[src/rtl/hmj_ld_pkg.sv]
// Shared definitions for the HMJ mmWave radar UART link.
// Holds the command-frame constants, the serialiser state encoding and the
// frame checksum helper used by the command transmitter.
package hmj_ld_pkg;

  localparam logic [7:0]  LD_HDR0          = 8'h55;
  localparam logic [7:0]  LD_HDR1          = 8'hAA;
  localparam logic [7:0]  LD_TAIL          = 8'h0D;
  localparam int unsigned LD_CMD_FRAME_LEN = 7;

  typedef enum logic [2:0] {
    IDLE,
    START,
    DATA,
    STOP,
    GAP
  } ld_state_e;

  // 8-bit wrapping sum of the command byte and both parameter bytes.
  function automatic logic [7:0] ld_chk8(input logic [7:0] cmd, input logic [15:0] param);
    return cmd + param[15:8] + param[7:0];
  endfunction

endpackage

[src/rtl/uart_tx_byte.sv]
// 8N1 byte serialiser, LSB first.
// Ports:
//   sys_clk   - system clock
//   sys_rst   - asynchronous reset, active-high
//   valid     - byte offered; taken when ready is high
//   data      - byte to send
//   ready     - idle, or in the final cycle of the stop bit
//   txd       - serial line, idles high
//   byte_done - high in the final cycle of the stop bit
module uart_tx_byte
  import hmj_ld_pkg::*;
#(
  parameter int unsigned BAUD_DIV = 434
) (
  input  logic       sys_clk,
  input  logic       sys_rst,
  input  logic       valid,
  input  logic [7:0] data,
  output logic       ready,
  output logic       txd,
  output logic       byte_done
);

  localparam logic [15:0] DIV_LAST = 16'(BAUD_DIV - 1);

  ld_state_e   st;
  logic [9:0]  shreg;
  logic [3:0]  bit_cnt;
  logic [15:0] baud_cnt;
  logic        tick;

  always_comb begin
    tick      = (baud_cnt == DIV_LAST);
    byte_done = (st == STOP) && tick;
    // Accepting during the stop bit's last cycle lets the next start bit
    // follow with no idle time on the line.
    ready     = (st == IDLE) || byte_done;
  end

  always_ff @(posedge sys_clk or posedge sys_rst) begin
    if (sys_rst) begin
      st       <= IDLE;
      shreg    <= '1;
      bit_cnt  <= '0;
      baud_cnt <= '0;
      txd      <= 1'b1;
    end else if (valid && ready) begin
      st       <= START;
      shreg    <= {1'b1, data, 1'b0};
      bit_cnt  <= '0;
      baud_cnt <= '0;
      txd      <= 1'b0;
    end else if (st != IDLE) begin
      if (!tick) begin
        baud_cnt <= baud_cnt + 16'd1;
      end else begin
        baud_cnt <= '0;
        bit_cnt  <= bit_cnt + 4'd1;
        shreg    <= {1'b1, shreg[9:1]};
        txd      <= shreg[1];
        case (st)
          START:   st <= DATA;
          DATA:    if (bit_cnt == 4'd8) st <= STOP;
          STOP: begin
            st      <= IDLE;
            bit_cnt <= '0;
            txd     <= 1'b1;
          end
          default: st <= IDLE;
        endcase
      end
    end
  end

endmodule

[src/rtl/hmj_ld_cmd_tx.sv]
// Radar command-frame transmitter.
// On an accepted start pulse, latches the command and parameter and sends
// 55 AA CMD PARAM_HI PARAM_LO CHK 0D as 8N1 bytes, with GAP_BITS idle
// bit-times between bytes.
// Ports:
//   i_sys_clk  - system clock
//   i_sys_rst  - asynchronous reset, active-high
//   i_start    - frame request, accepted only while o_busy=0
//   i_cmd      - command byte, sampled on accept
//   i_param    - 16-bit parameter, sampled on accept
//   o_uart_txd - serial output, idle high
//   o_busy     - frame in progress
//   o_done     - one-cycle pulse after the last stop bit
//   o_overrun  - one-cycle pulse for a request dropped while busy
module hmj_ld_cmd_tx
  import hmj_ld_pkg::*;
#(
  parameter int unsigned CLK_FREQ = 50_000_000,
  parameter int unsigned BAUD     = 115200,
  parameter int unsigned GAP_BITS = 0
) (
  input  logic        i_sys_clk,
  input  logic        i_sys_rst,
  input  logic        i_start,
  input  logic [7:0]  i_cmd,
  input  logic [15:0] i_param,
  output logic        o_uart_txd,
  output logic        o_busy,
  output logic        o_done,
  output logic        o_overrun
);

  localparam int unsigned BAUD_DIV = CLK_FREQ / BAUD;
  localparam int unsigned GAP_CYC  = GAP_BITS * BAUD_DIV;
  localparam logic [19:0] GAP_LAST = 20'(GAP_CYC - 1);
  localparam logic [2:0]  LAST_IDX = 3'(LD_CMD_FRAME_LEN - 1);
  localparam bit          NO_GAP   = (GAP_BITS == 0);

  logic [7:0]  cmd_q;
  logic [15:0] param_q;
  logic [7:0]  chk_q;
  logic [2:0]  byte_idx;
  logic        gap_on;
  logic [19:0] gap_cnt;

  logic        accept;
  logic        more;
  logic        gap_end;
  logic        tx_valid;
  logic        tx_ready;
  logic        byte_done;
  logic [2:0]  sel_idx;
  logic [7:0]  tx_data;

  always_comb begin
    accept   = i_start && !o_busy && tx_ready;
    more     = (byte_idx != LAST_IDX);
    gap_end  = gap_on && (gap_cnt == GAP_LAST);
    tx_valid = accept || gap_end || (byte_done && more && NO_GAP);
    // byte_idx already points at the next byte once a gap has started;
    // without a gap the next byte is handed over in the stop bit's last cycle.
    if (accept)      sel_idx = 3'd0;
    else if (gap_on) sel_idx = byte_idx;
    else             sel_idx = byte_idx + 3'd1;
    case (sel_idx)
      3'd0:    tx_data = LD_HDR0;
      3'd1:    tx_data = LD_HDR1;
      3'd2:    tx_data = cmd_q;
      3'd3:    tx_data = param_q[15:8];
      3'd4:    tx_data = param_q[7:0];
      3'd5:    tx_data = chk_q;
      default: tx_data = LD_TAIL;
    endcase
  end

  always_ff @(posedge i_sys_clk or posedge i_sys_rst) begin
    if (i_sys_rst) begin
      o_busy    <= 1'b0;
      o_done    <= 1'b0;
      o_overrun <= 1'b0;
      cmd_q     <= '0;
      param_q   <= '0;
      chk_q     <= '0;
      byte_idx  <= '0;
      gap_on    <= 1'b0;
      gap_cnt   <= '0;
    end else begin
      o_done    <= 1'b0;
      o_overrun <= i_start && o_busy;
      if (accept) begin
        o_busy   <= 1'b1;
        cmd_q    <= i_cmd;
        param_q  <= i_param;
        chk_q    <= ld_chk8(i_cmd, i_param);
        byte_idx <= '0;
      end
      if (byte_done) begin
        if (more) begin
          byte_idx <= byte_idx + 3'd1;
          if (!NO_GAP) begin
            gap_on  <= 1'b1;
            gap_cnt <= '0;
          end
        end else begin
          o_busy   <= 1'b0;
          o_done   <= 1'b1;
          byte_idx <= '0;
        end
      end
      if (gap_on) begin
        if (gap_end) begin
          gap_on  <= 1'b0;
          gap_cnt <= '0;
        end else begin
          gap_cnt <= gap_cnt + 20'd1;
        end
      end
    end
  end

  uart_tx_byte #(
    .BAUD_DIV(BAUD_DIV)
  ) u_tx (
    .sys_clk  (i_sys_clk),
    .sys_rst  (i_sys_rst),
    .valid    (tx_valid),
    .data     (tx_data),
    .ready    (tx_ready),
    .txd      (o_uart_txd),
    .byte_done(byte_done)
  );

endmodule

[config.mk]
export PLATFORM = sky130hd
export DESIGN_NAME = hmj_ld_cmd_tx
export DESIGN_NICKNAME = d
export VERILOG_FILES = /design/src/rtl/hmj_ld_pkg.sv /design/src/rtl/uart_tx_byte.sv /design/src/rtl/hmj_ld_cmd_tx.sv
export SDC_FILE = /design/constraint.sdc
export NUM_CORES = 1
export LEC_CHECK = 0
export BUFFER_PORTS_ARGS = -buffer_cell sky130_fd_sc_hd__buf_2
export CAP_MARGIN = 20
export CORE_UTILIZATION = 35
export DETAILED_ROUTE_END_ITERATION = 10
export PLACE_DENSITY_LB_ADDON = 0.15
export SLEW_MARGIN = 20
export SYNTH_ARGS = -nofsm -noshare
export SYNTH_HDL_FRONTEND = slang
export SYNTH_SLANG_ARGS = --single-unit
[constraint.sdc]
create_clock -name i_sys_clk -period 4.34 [get_ports i_sys_clk]
set_clock_uncertainty 0.15 [all_clocks]
set_input_delay 0.651 -clock i_sys_clk [delete_from_list [all_inputs] [get_ports i_sys_clk]]
set_output_delay 0.651 -clock i_sys_clk [all_outputs]
set_load 0.01 [all_outputs]
==> results.cfg <==
[run_status]
run_status = finished, final reports clean

[setup_path]
worstSetupEndpointType = flip-flop
worstSetupStartpointType = flip-flop
worst_ep_arrival_time_ps = 2780
worst_ep_required_time_ps = 4420
crit_fanout = 14
worstSetupPathType = reg2reg
path_cells = nand3_2, nor4_4, a21oi_2, o21ai_1, o21ai_2, mux2_4
r2r_slack_ps = 1640
reg2reg_depth = 6
cp_slowest_stage_delay_ps = 640
slowest_stage = dfrtp_1

[synthesis]
synth_edf_count = 0
yosysWarnings = 0
synth_area_mm2 = 0.00509
synth.top_cell.area_share_pct = 39.8
yosysMostFrequentCell = nand2_1
yosys-top-cells-count = nand2_1, dfrtp_1, o21ai_0, nor2_1, inv_1
ys_top_cells_by_area = dfrtp_1, nand2_1, dfstp_2, o21ai_0, ha_1
synth_top_area_cell = dfrtp_1
synth_compound_area_share_pct = 16.2
synthAdderAreaFrac_pct = 7.33
synth_ff_type = dfrtp_1
synthCells = 537
synthSimpleGateAreaFrac_pct = 21.5
async_flop_share_pct = 100
synth_xor_area_share_pct = 5.85
ys_seq_elements = 90
synth_seq_area_share_pct = 44.5
muxShareOfSynthArea_pct = 1.18
syn-mean-instance-area_um2 = 9.48
syn_nets = 589
synth_top_family_by_area = simple AND/OR/NAND/NOR gates
synth_cell_types = 66

[final_layout]
stdcell_count = 749
area_growth_syn_to_layout_pct = 11.7
diodes = 0
utilization_pct = 40.5
fin_nets = 616
final_layout_size_suffix_gt1_share_pct = 15.5

[min_path]
worstHoldPathType = in2async

[place]
place_ws_ps = 1400
gp_congestion = 0.748
placed_cells = 733
port_buffers = 30
dp_hpwl_um = 8100

[floorplanning]
start_util_pct = 36.2
fp-row-count = 43
num_io_pins = 31
die_area_mm2 = 0.0150
coreArea_mm2 = 0.0140
die_w_um = 123
die_h_um = 123

[timing]
rsz0062_at_grt = false
tightest_slew_ps = 876
max-slew-margin-rel_pct = 41.4
setup_violations = 0
hold_ws_ps = 299
setup_ws_ps = 1640
fmax_ghz = 0.371
finalCritPeriodShare_pct = 62.1
setup_tns_ps = 0
finalMaxSlewViolations = 0
min_period_ps = 2700
hold_viol = 0

[clocking]
clock_sink_count = 90
cts_tree = done
cts_made_buffers = 9
ctsResizeCount = 0
clock_latency_ps = 350
clk_pin_slew_ps = 60
ctsHoldBuffers = 0
post-cts-setup-buffers = 0
clockBufferDepth = 2
h-tree-depth = 3
clockRootBuffer = clkbuf_16

[drt]
wirelength_um = 11200
dr.first_iter.drc_count = 273
routedWlPerCell_um = 14.9
drc = 0
detail-route-antenna-nets = 0
vias = 3871
drt_pass1_iterations = 4
drt-vias-per-instance = 5.17

[grt]
grt_usage_pct = 16.7
grt_antenna_before_repair = 0
grt_pass1_vias = 3805
grt_pass1_wl_um = 19400
grt_overflow_total = 0
grt_max_degree = 49

[run]
cap_violations = 0

[pwr]
p_leak_nw = 2.64
vdd_ir_drop_max_mv = 0.171
power_density_mw_per_mm2 = 304
-- cell families after synthesis --
| family | after synthesis |
|---|---|
| fa+ha+maj | 25 |
| simple gates | 219 |
| flops | 90 |
| buf+inv | 42 |
| xor+xnor | 34 |
| compound gates | 122 |
| mux | 5 |
-- worst max-delay path, delay by kind of cell (launching register included) --
| kind | cells | cell delay (ps) |
|---|---|---|
| multiplexers | 1 | 310 |
| AO/OA/AOI/OAI | 3 | 730 |
| AND/OR/NAND/NOR | 2 | 750 |
| flip-flops | 1 | 640 |
-- through the flow --
stage,total power (W),instance area (um2)
6_report,0.00173,5680
4_1_cts,0.00176,5680
2_1_floorplan,0.000962,5090
3_5_place_dp,0.00101,5410
5_1_grt,0.00181,5680
3_3_place_gp,0.00101,5410
-- cells in the final DEF, fill, tap and decap left out, types with 3 or more instances in the layout --
cell / netlist / routed
dfrtp_1: 81 / 81
nand2b_1: 5 / 5
nand3_1: 16 / 16
nor2b_1: 6 / 6
fa_1: 8 / 8
a22oi_1: 3 / 3
buf_2: 3 / 30
o2111ai_1: 3 / 3
inv_1: 24 / 23
a21o_1: 4 / 4
dfstp_2: 9 / 9
and3_2: 4 / 4
o41ai_1: 4 / 4
xor2_1: 16 / 16
nand2_1: 110 / 110
buf_4: 0 / 4
a221oi_1: 8 / 8
a21oi_1: 20 / 20
xnor2_1: 18 / 18
nand4_1: 8 / 8
and2_1: 4 / 4
o21ai_0: 45 / 45
nor3_1: 8 / 8
and3_1: 5 / 5
clkbuf_16: 0 / 9
and4_1: 4 / 4
mux2_2: 4 / 4
ha_1: 17 / 17
o31ai_1: 6 / 6
nor2_1: 32 / 31
clkinv_2: 0 / 4
-- report_power, final --
part	internal [W]	total, W	switching, W	leakage, nW
clock	0.000417	0.000737	0.000320	0.139
combinational	0.0000565	0.000132	0.0000757	1.36
sequential	0.000852	0.000860	0.00000764	1.14
-- layer usage --
metal / vias to the layer above / global-route usage, % / wire length [um]
li1: 1941 / - / -
met1: 1866 / 23.1 / 5550
met2: 52 / 25.6 / 5160
met3: 12 / 3.02 / 275
met4: 0 / 6.78 / 183
met5: - / 0 / 0
-- final timing paths --
path	from	end
max in group asynchronous	i_sys_rst	u_tx.shreg[8]$_DFFE_PP1P_
max reg2reg	gap_on$_DFF_PP0_	u_tx.st[1]$_DFFE_PP0P_
min	i_sys_rst	u_tx.baud_cnt[12]$_DFFE_PP0P_
max	gap_on$_DFF_PP0_	u_tx.st[1]$_DFFE_PP0P_
min in group i_sys_clk	u_tx.shreg[6]$_DFFE_PP1P_	u_tx.shreg[6]$_DFFE_PP1P_
min reg2reg	u_tx.shreg[6]$_DFFE_PP1P_	u_tx.shreg[6]$_DFFE_PP1P_
-- registers in the layout, indices dropped and copies added, names as in the netlist --
register       flops
u_tx.bit_cnt       4
u_tx.st            2
o_done             1
o_busy             1
chk_q              8
u_tx.txd           1
cmd_q              8
byte_idx           3
gap_cnt           20
param_q           16
gap_on             1
u_tx.baud_cnt     16
u_tx.shreg         8
o_overrun          1
-- area by class of cell --
type | count | area (um2)
fill | 1393 | 8360
clock inverter | 3 | 15.0
sequential | 90 | 2260
timing repair buffer | 34 | 180
clock buffer | 13 | 260
inverter | 24 | 91.3
tap | 180 | 225
multi-input combinational | 405 | 2650
Power figures use the tool's default switching activity.
